==> src/rtl/spi_adc_capture.sv <==
`default_nettype none
// ============================================================================
// Module   : spi_adc_capture
// Brief    : Multi-channel serial ADC front end. Drives a shared SCLK/nCS,
//            captures CHANNELS sdata lines MSB first and presents one packed
//            word per frame on a valid/ready port. Single-shot or free-running.
// Revision : 1.0 - initial release
// ============================================================================
module spi_adc_capture #(
    parameter int CHANNELS      = 2,
    parameter int FRAME_W       = 16,
    parameter int DATA_W        = 12,
    parameter int CLK_DIV       = 4,
    parameter int CS_IDLE       = 2,
    parameter int SAMPLE_PERIOD = 400
) (
    input  logic                         clk_sclk,
    input  logic                         rst,
    input  logic                         start,
    input  logic                         cont_en,
    output logic                         busy,
    output logic                         done,
    output logic                         p_valid,
    input  logic                         p_ready,
    output logic [CHANNELS*DATA_W-1:0]   p_data,
    output logic                         overrun,
    input  logic [CHANNELS-1:0]          adc_sdata,
    output logic                         adc_sclk,
    output logic                         adc_ncs
);

    localparam int DIV_W    = (CLK_DIV > 1) ? $clog2(CLK_DIV) : 1;
    localparam int BIT_W    = (FRAME_W > 1) ? $clog2(FRAME_W) : 1;
    localparam int HOLD_CYC = CS_IDLE * 2 * CLK_DIV;
    localparam int HOLD_W   = $clog2(HOLD_CYC + 1);
    localparam int PER_W    = (SAMPLE_PERIOD > 1) ? $clog2(SAMPLE_PERIOD) : 1;

    localparam logic [DIV_W-1:0]  C_DIV_LAST  = DIV_W'(CLK_DIV - 1);
    localparam logic [DIV_W-1:0]  C_DIV_ONE   = DIV_W'(1);
    localparam logic [BIT_W-1:0]  C_BIT_LAST  = BIT_W'(FRAME_W - 1);
    localparam logic [BIT_W-1:0]  C_BIT_ONE   = BIT_W'(1);
    localparam logic [HOLD_W-1:0] C_HOLD_LOAD = HOLD_W'(HOLD_CYC);
    localparam logic [HOLD_W-1:0] C_HOLD_ONE  = HOLD_W'(1);
    localparam logic [PER_W-1:0]  C_PER_LOAD  = PER_W'(SAMPLE_PERIOD - 1);
    localparam logic [PER_W-1:0]  C_PER_ONE   = PER_W'(1);

    typedef enum logic [1:0] {
        ST_IDLE    = 2'd0,
        ST_SETUP   = 2'd1,
        ST_SHIFT   = 2'd2,
        ST_HOLDOFF = 2'd3
    } state_t;

    state_t              r_state, w_state_nxt;
    logic [DIV_W-1:0]    r_div, w_div_nxt;
    logic                r_phase, w_phase_nxt;
    logic [BIT_W-1:0]    r_bit, w_bit_nxt;
    logic [HOLD_W-1:0]   r_hold, w_hold_nxt;
    logic [PER_W-1:0]    r_period, w_period_nxt;
    logic                r_done, w_done_nxt;
    logic                w_shift_en;
    logic                w_div_last;
    logic                r_sclk, r_ncs;
    logic                r_p_valid, r_overrun;
    logic [CHANNELS*DATA_W-1:0] r_p_data, w_frame;
    logic [DATA_W-1:0]   r_shift [CHANNELS];

    always_ff @(posedge clk_sclk or negedge rst) begin
        if (!rst) begin
            r_state  <= ST_IDLE;
            r_div    <= '0;
            r_phase  <= 1'b0;
            r_bit    <= '0;
            r_hold   <= '0;
            r_period <= '0;
            r_done   <= 1'b0;
            r_sclk   <= 1'b1;
            r_ncs    <= 1'b1;
        end else begin
            r_state  <= w_state_nxt;
            r_div    <= w_div_nxt;
            r_phase  <= w_phase_nxt;
            r_bit    <= w_bit_nxt;
            r_hold   <= w_hold_nxt;
            r_period <= w_period_nxt;
            r_done   <= w_done_nxt;
            // Pins are registered from the next state so they never glitch
            r_sclk   <= !((w_state_nxt == ST_SHIFT) && !w_phase_nxt);
            r_ncs    <= !((w_state_nxt == ST_SETUP) || (w_state_nxt == ST_SHIFT));
        end
    end

    always_comb begin
        w_state_nxt  = r_state;
        w_div_nxt    = r_div;
        w_phase_nxt  = r_phase;
        w_bit_nxt    = r_bit;
        w_hold_nxt   = r_hold;
        w_period_nxt = (r_period != '0) ? (r_period - C_PER_ONE) : r_period;
        w_done_nxt   = 1'b0;
        w_shift_en   = 1'b0;
        w_div_last   = (r_div == C_DIV_LAST);
        case (r_state)
            ST_IDLE: begin
                if (start || cont_en) begin
                    w_state_nxt  = ST_SETUP;
                    w_div_nxt    = '0;
                    w_period_nxt = C_PER_LOAD;
                end
            end
            ST_SETUP: begin
                if (w_div_last) begin
                    w_state_nxt = ST_SHIFT;
                    w_div_nxt   = '0;
                    w_phase_nxt = 1'b0;
                    w_bit_nxt   = '0;
                end else begin
                    w_div_nxt = r_div + C_DIV_ONE;
                end
            end
            ST_SHIFT: begin
                if (!w_div_last) begin
                    w_div_nxt = r_div + C_DIV_ONE;
                end else begin
                    w_div_nxt = '0;
                    if (!r_phase) begin
                        // End of low phase: this edge is the SCLK rise
                        w_phase_nxt = 1'b1;
                        w_shift_en  = 1'b1;
                    end else if (r_bit == C_BIT_LAST) begin
                        w_state_nxt = ST_HOLDOFF;
                        w_hold_nxt  = C_HOLD_LOAD;
                        w_done_nxt  = 1'b1;
                    end else begin
                        w_phase_nxt = 1'b0;
                        w_bit_nxt   = r_bit + C_BIT_ONE;
                    end
                end
            end
            ST_HOLDOFF: begin
                // The first holdoff cycle is the done cycle; CS_IDLE periods follow
                if (r_hold != '0) begin
                    w_hold_nxt = r_hold - C_HOLD_ONE;
                end else if (!cont_en) begin
                    w_state_nxt = ST_IDLE;
                end else if (r_period == '0) begin
                    w_state_nxt  = ST_SETUP;
                    w_div_nxt    = '0;
                    w_period_nxt = C_PER_LOAD;
                end
            end
        endcase
    end

    always_ff @(posedge clk_sclk or negedge rst) begin
        if (!rst) begin
            for (int k = 0; k < CHANNELS; k++) begin
                r_shift[k] <= '0;
            end
        end else if (w_shift_en) begin
            for (int k = 0; k < CHANNELS; k++) begin
                r_shift[k] <= DATA_W'({r_shift[k], adc_sdata[k]});
            end
        end
    end

    generate
        for (genvar g = 0; g < CHANNELS; g++) begin : g_ch
            assign w_frame[g*DATA_W +: DATA_W] = r_shift[g];
        end
    endgenerate

    always_ff @(posedge clk_sclk or negedge rst) begin
        if (!rst) begin
            r_p_data  <= '0;
            r_p_valid <= 1'b0;
            r_overrun <= 1'b0;
        end else if (r_done) begin
            r_p_data  <= w_frame;
            r_p_valid <= 1'b1;
            if (r_p_valid && !p_ready) begin
                r_overrun <= 1'b1;
            end else if (r_p_valid && p_ready) begin
                r_overrun <= 1'b0;
            end
        end else if (r_p_valid && p_ready) begin
            r_p_valid <= 1'b0;
            r_overrun <= 1'b0;
        end
    end

    assign busy     = (r_state != ST_IDLE);
    assign done     = r_done;
    assign p_valid  = r_p_valid;
    assign p_data   = r_p_data;
    assign overrun  = r_overrun;
    assign adc_sclk = r_sclk;
    assign adc_ncs  = r_ncs;

endmodule
`default_nettype wire
==> config.mk <==
export PLATFORM = sky130hd
export DESIGN_NAME = spi_adc_capture
export DESIGN_NICKNAME = d
export VERILOG_FILES = /design/src/rtl/spi_adc_capture.sv
export SDC_FILE = /design/constraint.sdc
export NUM_CORES = 1
export LEC_CHECK = 0
export CAP_MARGIN = 20
export CORE_MARGIN = 3
export CORE_UTILIZATION = 45
export CTS_BUF_LIST = sky130_fd_sc_hd__clkbuf_2 sky130_fd_sc_hd__clkbuf_4 sky130_fd_sc_hd__clkbuf_8
export DETAILED_ROUTE_END_ITERATION = 10
export PLACE_DENSITY_LB_ADDON = 0.08
export SYNTH_ARGS = -nofsm -noshare
export SYNTH_HDL_FRONTEND = slang
export SYNTH_SLANG_ARGS = --single-unit
export TNS_END_PERCENT = 5
==> constraint.sdc <==
create_clock -name clk_sclk -period 4 [get_ports clk_sclk]
set_input_delay 1.2 -clock clk_sclk [delete_from_list [all_inputs] [get_ports clk_sclk]]
set_output_delay 1.2 -clock clk_sclk [all_outputs]
set_load 0.05 [all_outputs]
* Yosys cells after proc, flatten, opt, wreduce, memory -nomap -nowiden *
Index checks and enable logic that the tools add are counted.
W data, S select, Z words.

word-level totals
  logic and storage cells = 103
  output and inout bits = 30
  bits of input ports = 7
  bits in registers = 76

cells by class
  reductions and logical operators = 21
  equality and inequality tests = 17
  muxes and demuxes = 47
  add/subtract/negate cells = 4

operators by type and width
  kind                   number
  $mux W9                5
  $mux W2                13
  $mux W5                4
  $ne A2 B2 Y1 const B   10
  $pmux W9 S2            1
  $mux W4                4
  $mux W1                15
  $pmux W5 S2            1
  $reduce_and A5 Y1      2
  $logic_not A9 Y1       1
  $reduce_bool A9 Y1     1
  $sub A9 B1 Y9 const B  1
  $eq A2 B2 Y1 const B   4
  $pmux W2 S4            1
  $pmux W4 S2            1
  $reduce_bool A2 Y1     4
  $pmux W2 S3            1
  $reduce_bool A5 Y1     1
  $sub A5 B1 Y5 const B  1
  $add A4 B1 Y4 const B  1
  $eq A2 B1 Y1 const B   2
  $eq A4 B4 Y1 const B   1
  $logic_not A1 Y1       4
  $reduce_and A4 Y1      1
  other kinds (6)        9

* Longest topological paths before layout *
  depth in word-level cells = 8
  depth in mapped cells = 9
  depth with buffers taken out = 8

* Worst setup path after synthesis *
No wires, ideal clock.

  kind = input port to flip-flop
  start point = input cont_en
  end point = register r_ncs (netlist: adc_ncs)
  library setup time = 83 ps
  path buffers = 0
  stages = 4
  data required time = 3,917 ps
  setup slack = 1,694 ps
  arrival = 2,222 ps
  cell sequence = or3_1 -> o22a_1 -> a31oi_1 -> ha_1

between the ends
  cells in the longest elaborated chain, start to end = 6
  elaborated cells on any way between the ends = 9
  those cells by class = eq/ne (2); mux (4); reduce/logical (3)

RTL lines
  item                                                  line      RTL
  from (decl)                                           20        input logic cont_en,
  $mux W2 / $logic_or A1 B1 Y1 (equally long branches)  144, 105
  $mux W2 (on tied branches)                            142, 105
  $pmux W2 S4 *                                         103       case (r_state)
  net w_state_nxt[1]                                    54        state_t r_state, w_state_nxt;
  $eq A2 B1 Y1 / $eq A2 B2 Y1 (equally long branches)   89        r_ncs <= !((w_state_nxt == ST_SETUP) || (w_state_nxt == ST_SHIFT));
  $logic_or A1 B1 Y1 *                                  89
  $logic_not A1 Y1 *                                    89
  to (signal assigned)                                  89
  to (decl)                                             63        logic r_sclk, r_ncs;

Mark *: on every way through the listed nets, which the timed path passes. The rest lies on a longest branch.
A chain may end at the register's enable or synchronous reset.

* Worst setup path after layout *
  start point = register r_state[0]
  end point = output busy

between the ends
  cells in the longest elaborated chain, start to end = 1

RTL lines
  item                    line  RTL
  from (decl)             54
  from (signal assigned)  80    r_state <= w_state_nxt;
  $reduce_bool A2 Y1      192   assign busy = (r_state != ST_IDLE);
  to (decl)               21    output logic busy,

Every way passes these cells.

==> impl_metrics.json <==
{
  "finalMaxSlewViolations": 0,
  "rsz0062_at_grt": "no",
  "clockPowerShare_pct": 29.4,
  "crit_chain": "inv_1 > ha_1 > inv_1 > clkdlybuf4s50_1",
  "area_delta_synth_final_pct": 19.6,
  "die_h_um": 94.1,
  "via_per_inst": 5.27,
  "drcViolationCount": 0,
  "cp-start-kind": "flip-flop",
  "highest_layer": "met4",
  "ios": 37,
  "crit_buf_inv": 3,
  "tns_ns": 0,
  "powerDensity_nw_per_um2": 563,
  "clock_skew_ns": 0.0108,
  "cp_max_fo": 7,
  "final_nets": 337,
  "timing.hold.ws_ns": 0.499,
  "avgSynthCellArea_um2": 12.5,
  "cp-end-kind": "output pin",
  "seqPwrFrac_pct": 42.1,
  "io_buffers": 36,
  "synth-seq-cells": 76,
  "finalPower_mw": 2.35,
  "rows": 31,
  "worst_pin_slew_ns": 1.01,
  "nFillCells": 648,
  "synth_top_area_share_pct": 53.0,
  "start_util_pct": 47.4,
  "met2RoutedLength_um": 2700,
  "syn_inst": 280,
  "first_global_vias": 2162,
  "core_area_um2": 7370,
  "power.switching_uw": 775,
  "gp_congestion": 0.817,
  "antenna_cells": 0,
  "final_util_pct": 56.7,
  "drtPass1Iterations": 4,
  "critical_path_required_ns": 2.80,
  "pwr-share-comb_pct": 28.4,
  "crit_type": "reg2out",
  "setup_ws_ns": 0.702,
  "ys_seq_area_share_pct": 54.6,
  "hold_viol_final": 0,
  "yosys_warnings": 0,
  "postCtsSetupRepairBufs": 0,
  "postCtsHoldBufs": 0,
  "fmax_mhz": 303,
  "ctsResizeCount": 0,
  "synth-edff-count": 0,
  "antenna_found_initial": 0,
  "dp_hpwl_um": 3970,
  "syn-cell-area_um2": 3490,
  "p_leak_nw": 1.94,
  "vias": 2218,
  "final_cells": 421,
  "worstHoldPathType": "reg2reg",
  "synth_area_leaders": "dfrtp_1 53%, mux2_2 16%, ha_1 4.3%",
  "synth_ff_type": "dfrtp_1",
  "cp_top_family": "buffers and inverters",
  "multi_input_area_um2": 1480,
  "cap_violations": 0,
  "grt_max_degree": 77,
  "layout_min_cycle_time_ns": 3.30,
  "cts_buffers": 9,
  "setup_viol": 0,
  "maxSlewHeadroom_pct": 32.5,
  "async_flop_share_pct": 100,
  "status": "completed",
  "met3_length_um": 189,
  "final_area_um2": 4180,
  "routed_wl_um": 5970,
  "cts_root_buf": "clkbuf_8",
  "crit_arrival_ns": 2.10,
  "ir_drop_mv": 0.342,
  "synth_largest_area_cell": "dfrtp_1",
  "cpMostUsedCell": "inv_1",
  "dieArea_um2": 8850,
  "yosysUniqueCellTypes": 54,
  "clk_path_buf_depth": 2,
  "syn_nets": 299,
  "grt_pass1_wl_um": 10300,
  "crit_slowest_cell": "clkdlybuf4s50_1",
  "cts_tree": "yes",
  "ant_nets": 0,
  "preCtsSetupSlack_ns": 1.08,
  "htree_levels": 3,
  "wl_met1_um": 3010,
  "slowest_delay_ns": 0.82,
  "cts.sinks": 76,
  "layout-drive-gt1-share_pct": 24.8,
  "clk_latency_ns": 0.34,
  "first_iter_violations": 62,
  "overflow": 0,
  "clk_pin_slew_ns": 0.08,
  "finalCritPeriodShare_pct": 82.5,
  "die_width_um": 94.1,
  "dp.cells": 406,
  "seq_area_um2": 1900,
  "p_sw_share_pct": 33.0,
  "cellInternalPower_mw": 1.58,
  "placed_cell_area_um2": 3940,
  "grt_use_total_pct": 14.8,
  "wl_per_cell_um": 14.2
}
## cells by family after synthesis
family                   synth area share, %
AO/OA/AOI/OAI                           10.5
XOR/XNOR                               0.753
adder cells (fa/ha/maj)                 4.30
buffers and inverters                   3.08
flip-flops                              54.6
multiplexers                            17.7
AND/OR/NAND/NOR                         9.14
## cell usage after synthesis (2+ instances only)
cell type,n
nand2b_1,2
dfrtp_1,74
o22ai_1,2
and2_1,2
and3_1,2
nor4_1,2
a21oi_1,13
a2111oi_2,2
buf_2,4
mux2i_1,5
nand4_1,3
a211oi_1,4
inv_1,16
ha_1,12
o21ai_0,14
nand2_1,11
clkbuf_1,5
xnor2_1,3
a21o_1,4
o21ai_1,2
nand3_1,4
nor2_1,11
dfstp_2,2
or3_1,3
mux2_2,49
## path summary, 6_finish.rpt
kind,from,end,slack (ns),cells past startpoint
max,r_state[0],busy,0.70,4
max in group asynchronous,rst,done,2.40,1
min in group asynchronous,rst,r_shift[3],0.99,1
min,p_valid,flip-flop,0.50,1
min reg2reg,p_valid,flip-flop,0.50,1
max reg2reg,r_period[0],r_period[0],1.56,8
## state kept, by name, summed over array words and instances, names as in the netlist, 2 cells and up, named ones only
| register | cells |
|---|---|
| p_data | 24 |
| r_bit | 4 |
| r_div | 2 |
| r_hold | 5 |
| r_period | 9 |
| r_shift | 24 |
| r_state | 2 |
## power groups by stage
stage | sequential (mW) | combinational [mW] | clock, mW
final | 0.991 | 0.669 | 0.693
after global routing | 1.01 | 0.751 | 0.747
after CTS | 0.993 | 0.673 | 0.716
after detailed placement | 1.01 | 0.670 | 0
after global placement | 1.00 | 0.665 | 0
after floorplan | 1.01 | 0.500 | 0
## layout by cell type, fill, tap and decap left out, types with 2 or more instances in the layout
cell / Yosys / layout
or3_1: 3 / 3
nand2_1: 11 / 11
and2_1: 2 / 2
clkdlybuf4s50_1: 0 / 35
nor4_1: 2 / 2
a2111oi_2: 2 / 2
a21o_1: 4 / 4
inv_1: 16 / 16
a211oi_1: 4 / 4
o21ai_0: 14 / 14
nand2b_1: 2 / 2
mux2_2: 49 / 49
ha_1: 12 / 12
bufinv_16: 0 / 3
a21oi_1: 13 / 13
clkbuf_8: 0 / 9
nor2_1: 11 / 11
dfstp_2: 2 / 2
o22ai_1: 2 / 2
nand4_1: 3 / 3
mux2i_1: 5 / 5
buf_4: 0 / 3
nand3_1: 4 / 4
dfrtp_1: 74 / 74
xnor2_1: 3 / 3
o21ai_1: 2 / 2
and3_1: 2 / 2
## cell type report
cell class              instances  share of cell area [%]
clock inverters                 6                    2.70
repair buffers                 38                    8.93
inverters                      16                    1.44
clock buffers                   9                    2.97
multi-input cells             177                    35.4
well taps                      99                    2.97
flip-flops and latches         76                    45.6
## metal layers
metal / global-route usage, % / vias up
met3: 4.09 / 6
met2: 21.2 / 32
met1: 20.8 / 1098
li1: - / 1082
met4: 6.38 / 0
met5: 0 / -
No activity file was read; power rests on OpenSTA's default activity.
==> RTL edit 1 (same flow settings) <==
The parameter `CHANNELS` goes from 2 to 1.
--- a/src/rtl/spi_adc_capture.sv
+++ b/src/rtl/spi_adc_capture.sv
@@ -7,7 +7,7 @@
 // Revision : 1.0 - initial release
 // ============================================================================
 module spi_adc_capture #(
-    parameter int CHANNELS      = 2,
+    parameter int CHANNELS      = 1,
     parameter int FRAME_W       = 16,
     parameter int DATA_W        = 12,
     parameter int CLK_DIV       = 4,
Interface: changed (resized adc_sdata and p_data); port bits go from 37 to 24. No check against the original RTL was run, so the function may have changed too.
==> RTL edit 1 against the original RTL <==
Non-clock buffer count is 14 lower. Setup slack better by 0.059 ns. First-iteration DRC count rose by 6.5%. Utilization fell by 0.62 points. Highest routed layer unchanged. Clock skew fell by 0.0033 ns. Area after synthesis fell by 26%. Cell area shrank 28%. Final cell count is 23% lower. Synthesized cell count shrank 19%. Sequential cell count shrank 24. Total power down 60%. Routed wire length down 25%.
==> RTL edit 1: results (changes against the original RTL) <==
CTS
• **number of buffers added by the clock tree synthesis step** 5, -4
• **number of H-tree levels** 2, -1

GRT
• **met3 track utilization from global routing** 3.29%, -0.80 points
• **routing usage on met1** 23.0%, +2.2 points
• **GRT Overall Usage** 15.4%, +0.64 points
• **Global Route met2 Usage** 22.0%, +0.76 points
• **maximum number of pins on one net before global-route repair** 34, -56%

Setup path
• **R2R depth** 6, -2
• **capturing point of the worst reg2reg path** r_hold[2]
• **setup slack, reg-to-reg** 1.63 ns, +0.07 ns

Placement
• **Placement Cell Area** 2880 µm², -27%
• **count of buffers from port buffering** 23, -36%
• **weighted congestion reported at the end of routability-driven placement** 0.787, -3.7%
• **post-detail-place hpwl** 3230 µm, -18%
• **worst setup slack after placement** 1.10 ns, +0.0195 ns

Logic synthesis
• **Post-Syn Nets** 246, -18%
• **sequential element share of the synthesized area** 50.6%, -4.0 points
• **most used standard cells in the synthesized netlist** dfrtp_1, mux2_2, inv_1, nand2_1, o21ai_0
• **top cells by area, synth** dfrtp_1, mux2_2, ha_1

Run status
• **run status** completed

Routing
• **drt first-iter violations** 66, +6.5%
• **DR vias** 1761, -21%

Timing
• **headroom to the max-slew limit** 52.7%, +20 points
• **final setup skew** 0.00751 ns, -0.00327 ns

Power
• **worst supply voltage drop on vdd** 0.238 mV, -31%
• **leakage power figure** 1.33 nW, -31%

Layout
• **fraction of layout cells with a size suffix above 1** 16.9%, -7.9 points

-- RTL edit 1: cell types whose count changed after synthesis, sizes merged, moves of 2 or more --
cell / delta
nor2: +2
dfrtp: -24
or3: -2
o31ai: +2
mux2: -24
nand2: +4
buf: -4
-- RTL edit 1: worst min-delay path by stage --
stage / to / slack, ns / startpoint
after floorplan: r_bit[2] / 0.47 / r_bit[2]
after detailed placement: register / 0.49 / p_valid
after global placement: register / 0.49 / p_valid
after global routing: p_data[1] / 0.54 / p_data[1]
after CTS: register / 0.51 / p_valid
final: register / 0.50 / p_valid
-- RTL edit 1: final cells by class --
class	instances	area [µm²]	area share, %
inverter	15	56.3	1.88
tap	70	87.6	2.93
multi-input combinational	155	1190	40.0
timing repair buffer	24	233	7.78
clock inverter	2	38.8	1.30
sequential	52	1300	43.6
clock buffer	6	76.3	2.55
-- RTL edit 1: layer usage --
layer	part of all wire, %	vias up
li1	-	871
met1	52	858
met2	43	25
met3	3.8	7
met4	1.4	0
met5	0	-
-- RTL edit 1: power breakdown --
| group | internal, W | switching [W] |
|---|---|---|
| clock | 0.000196 | 0.000167 |
| combinational | 0.0000136 | 0.0000176 |
| sequential | 0.000535 | 0.0000132 |
| total | 0.000745 | 0.000198 |
-- RTL edit 1: cell families after synthesis --
kind of cell | Yosys count | share of synthesized area [%]
flip-flops | 52 | 50.6
multiplexers | 31 | 13.4
AND/OR/NAND/NOR | 56 | 12.6
XOR/XNOR | 3 | 1.02
buffers and inverters | 21 | 3.11
AO/OA/AOI/OAI | 53 | 13.4
adder cells (fa/ha/maj) | 12 | 5.82
-- RTL edit 1: metrics by stage --
stage,instances,power [W]
global placement,316,0.000590
detailed placement,316,0.000592
CTS,324,0.000962
floorplan,228,0.000570
global route,324,0.000997
finish,324,0.000943
==> RTL edit 2 (config.mk and constraints unchanged) <==
Without the edit above. Encoding of `state_t`: now one-hot (4 bits for 4 states).
--- a/src/rtl/spi_adc_capture.sv
+++ b/src/rtl/spi_adc_capture.sv
@@ -44,11 +44,11 @@
     localparam logic [PER_W-1:0]  C_PER_LOAD  = PER_W'(SAMPLE_PERIOD - 1);
     localparam logic [PER_W-1:0]  C_PER_ONE   = PER_W'(1);
 
-    typedef enum logic [1:0] {
-        ST_IDLE    = 2'd0,
-        ST_SETUP   = 2'd1,
-        ST_SHIFT   = 2'd2,
-        ST_HOLDOFF = 2'd3
+    typedef enum logic [3:0] {
+        ST_IDLE    = 4'b0001,
+        ST_SETUP   = 4'b0010,
+        ST_SHIFT   = 4'b0100,
+        ST_HOLDOFF = 4'b1000
     } state_t;
 
     state_t              r_state, w_state_nxt;
Function: no difference found for any inputs over 10 cycles, from zero or initial values and one cycle with rst low; not proved beyond that.
==> RTL edit 2 against the original RTL <==
Die area decreased by 2.7%. Cell area down 3.8%. Setup slack worse by 0.11 ns. Utilization decreased by 1.6 points. Sequential cell count increased by 2. Via count shrank 3.0%. Critical path depth is the same. Worst hold slack is essentially flat. Routed wire length down 3.6%. Area after synthesis decreased by 2.9%. Register-to-register slack got worse by 0.12 ns. Synthesized cell count down 2.9%. Critical path type unchanged. Largest cell class unchanged. Highest routed layer unchanged.
Power is not compared: it rests on default switching activity, and its combinational part moved more than twofold at a synthesized area within 25%.
==> RTL edit 2: results (changes against the original RTL) <==
Setup path
• **peak fanout along the critical path** 7, unchanged
• **launch point of the worst reg-to-reg path** r_period[5]
• **capturing point of the worst reg2reg path** r_period[2]
• **cell family with the largest share of critical-path delay** buffers and inverters
• **endpoint of the most critical setup path** busy
• **Max stage delay on crit path** 0.71 ns, -0.11 ns
• **Worst Path Arrival** 2.21 ns, +0.11 ns
• **setup slack, reg-to-reg** 1.44 ns, -0.12 ns
• **R2R depth** 5, -3
• **beginning of the critical path** r_state[0]

Routing
• **Avg Vias per Cell** 5.22, -0.86%
• **drt first-iter violations** 28, -55%
• **final routed wirelength across all metal layers** 5750 µm, -3.6%

GRT
• **global-route wire length before repair** 10000 µm, -2.4%
• **maximum number of pins on one net before global-route repair** 79, +2.6%
• **vias in the first global route** 2081, -3.7%
• **GRT Overall Usage** 14.8%, +0.018 points

Power
• **worst supply voltage drop on vdd** 0.230 mV
• **leakage power figure** 1.88 nW

Logic synthesis
• **sequential element share of the synthesized area** 57.7%, +3.1 points
• **Post-Syn Nets** 285, -4.7%
• **count of different cell masters after synthesis** 44, -19%
• **most used standard cells in the synthesized netlist** dfrtp_1, mux2_2, nand2_1, nor2_1, clkbuf_1
• **top cells by area, synth** dfrtp_1, mux2_2, dfstp_2

Placement
• **post-detail-place hpwl** 3850 µm, -2.9%
• **weighted congestion reported at the end of routability-driven placement** 0.775, -5.2%
• **Placement Cell Area** 3840 µm², -2.6%

CTS
• **number of buffers added by the clock tree synthesis step** 9, unchanged
• **post-CTS setup buffer count** 0, unchanged
• **later-pin clock latency in the skew report** 0.35 ns
• **deepest clock path buffer count** 2, unchanged

Timing
• **final setup skew** 0.0126 ns, +0.00180 ns
• **headroom to the max-slew limit** 25.9%, -6.5 points

Layout
• **net count reported at finish** 321, -4.7%
• **fraction of layout cells with a size suffix above 1** 24.3%, -0.56 points
• **fill cell instance count of the final layout** 654, +0.93%
• **ant diodes** 0, unchanged

Run status
• **run status** completed

==> RTL edit 2: cell type report <==
type / count / area (µm²) / area share, %
multi-input cells: 171 / 1350 / 33.5
inverters: 10 / 37.5 / 0.934
well taps: 99 / 124 / 3.08
flip-flops and latches: 78 / 1960 / 48.7
clock buffers: 11 / 151 / 3.77
clock inverters: 5 / 31.3 / 0.778
repair buffers: 38 / 373 / 9.28
==> RTL edit 2: worst min path at each step <==
stage	endpoint	slack, ns	cells past startpoint
3_3_place_gp	register	0.48	1
2_1_floorplan	r_div[1]	0.46	1
5_1_grt	p_data[11]	0.52	1
3_5_place_dp	r_div[1]	0.49	1
6_report	register	0.50	1
4_1_cts	register	0.50	1
==> RTL edit 2: logic make-up (layout without fill, tap and decap cells) <==
family          after synthesis  in the layout  share of synthesized area [%]
flops                        78             78                           57.7
simple gates                 73             73                           12.3
mux                          48             48                           15.9
compound gates               34             34                           6.72
buf+inv                      23             64                           2.62
xor+xnor                     10             10                           2.58
fa+ha+maj                     6              6                           2.21
==> RTL edit 2: stage by stage <==
step / hold WS (ns) / util [%] / setup WS [ns] / instances
5_1_grt: 0.520 / 55.1 / 0.536 / 412
3_5_place_dp: 0.487 / 52.6 / 0.998 / 396
4_1_cts: 0.504 / 55.1 / 0.608 / 412
2_1_floorplan: 0.460 / - / 1.14 / 272
3_3_place_gp: 0.482 / 52.6 / 1.00 / 396
6_report: 0.499 / 55.1 / 0.594 / 412
==> RTL edit 2: power breakdown <==
part | switching [W] | internal, W | leakage [nW]
Clock | 0.000285 | 0.000258 | 0.0955
Sequential | 0.0000406 | 0.000831 | 1.03
Combinational | 0.0000611 | 0.0000542 | 0.753
==> RTL edit 2: routing by layer <==
metal	wire length (µm)	track usage (%)	part of all wire, %	up-vias
met5	0	0	0	-
met4	115	7.33	2.0	0
met3	222	3.33	3.9	9
met2	2590	22.4	45	33
met1	2820	20.0	49	1067
li1	-	-	-	1043
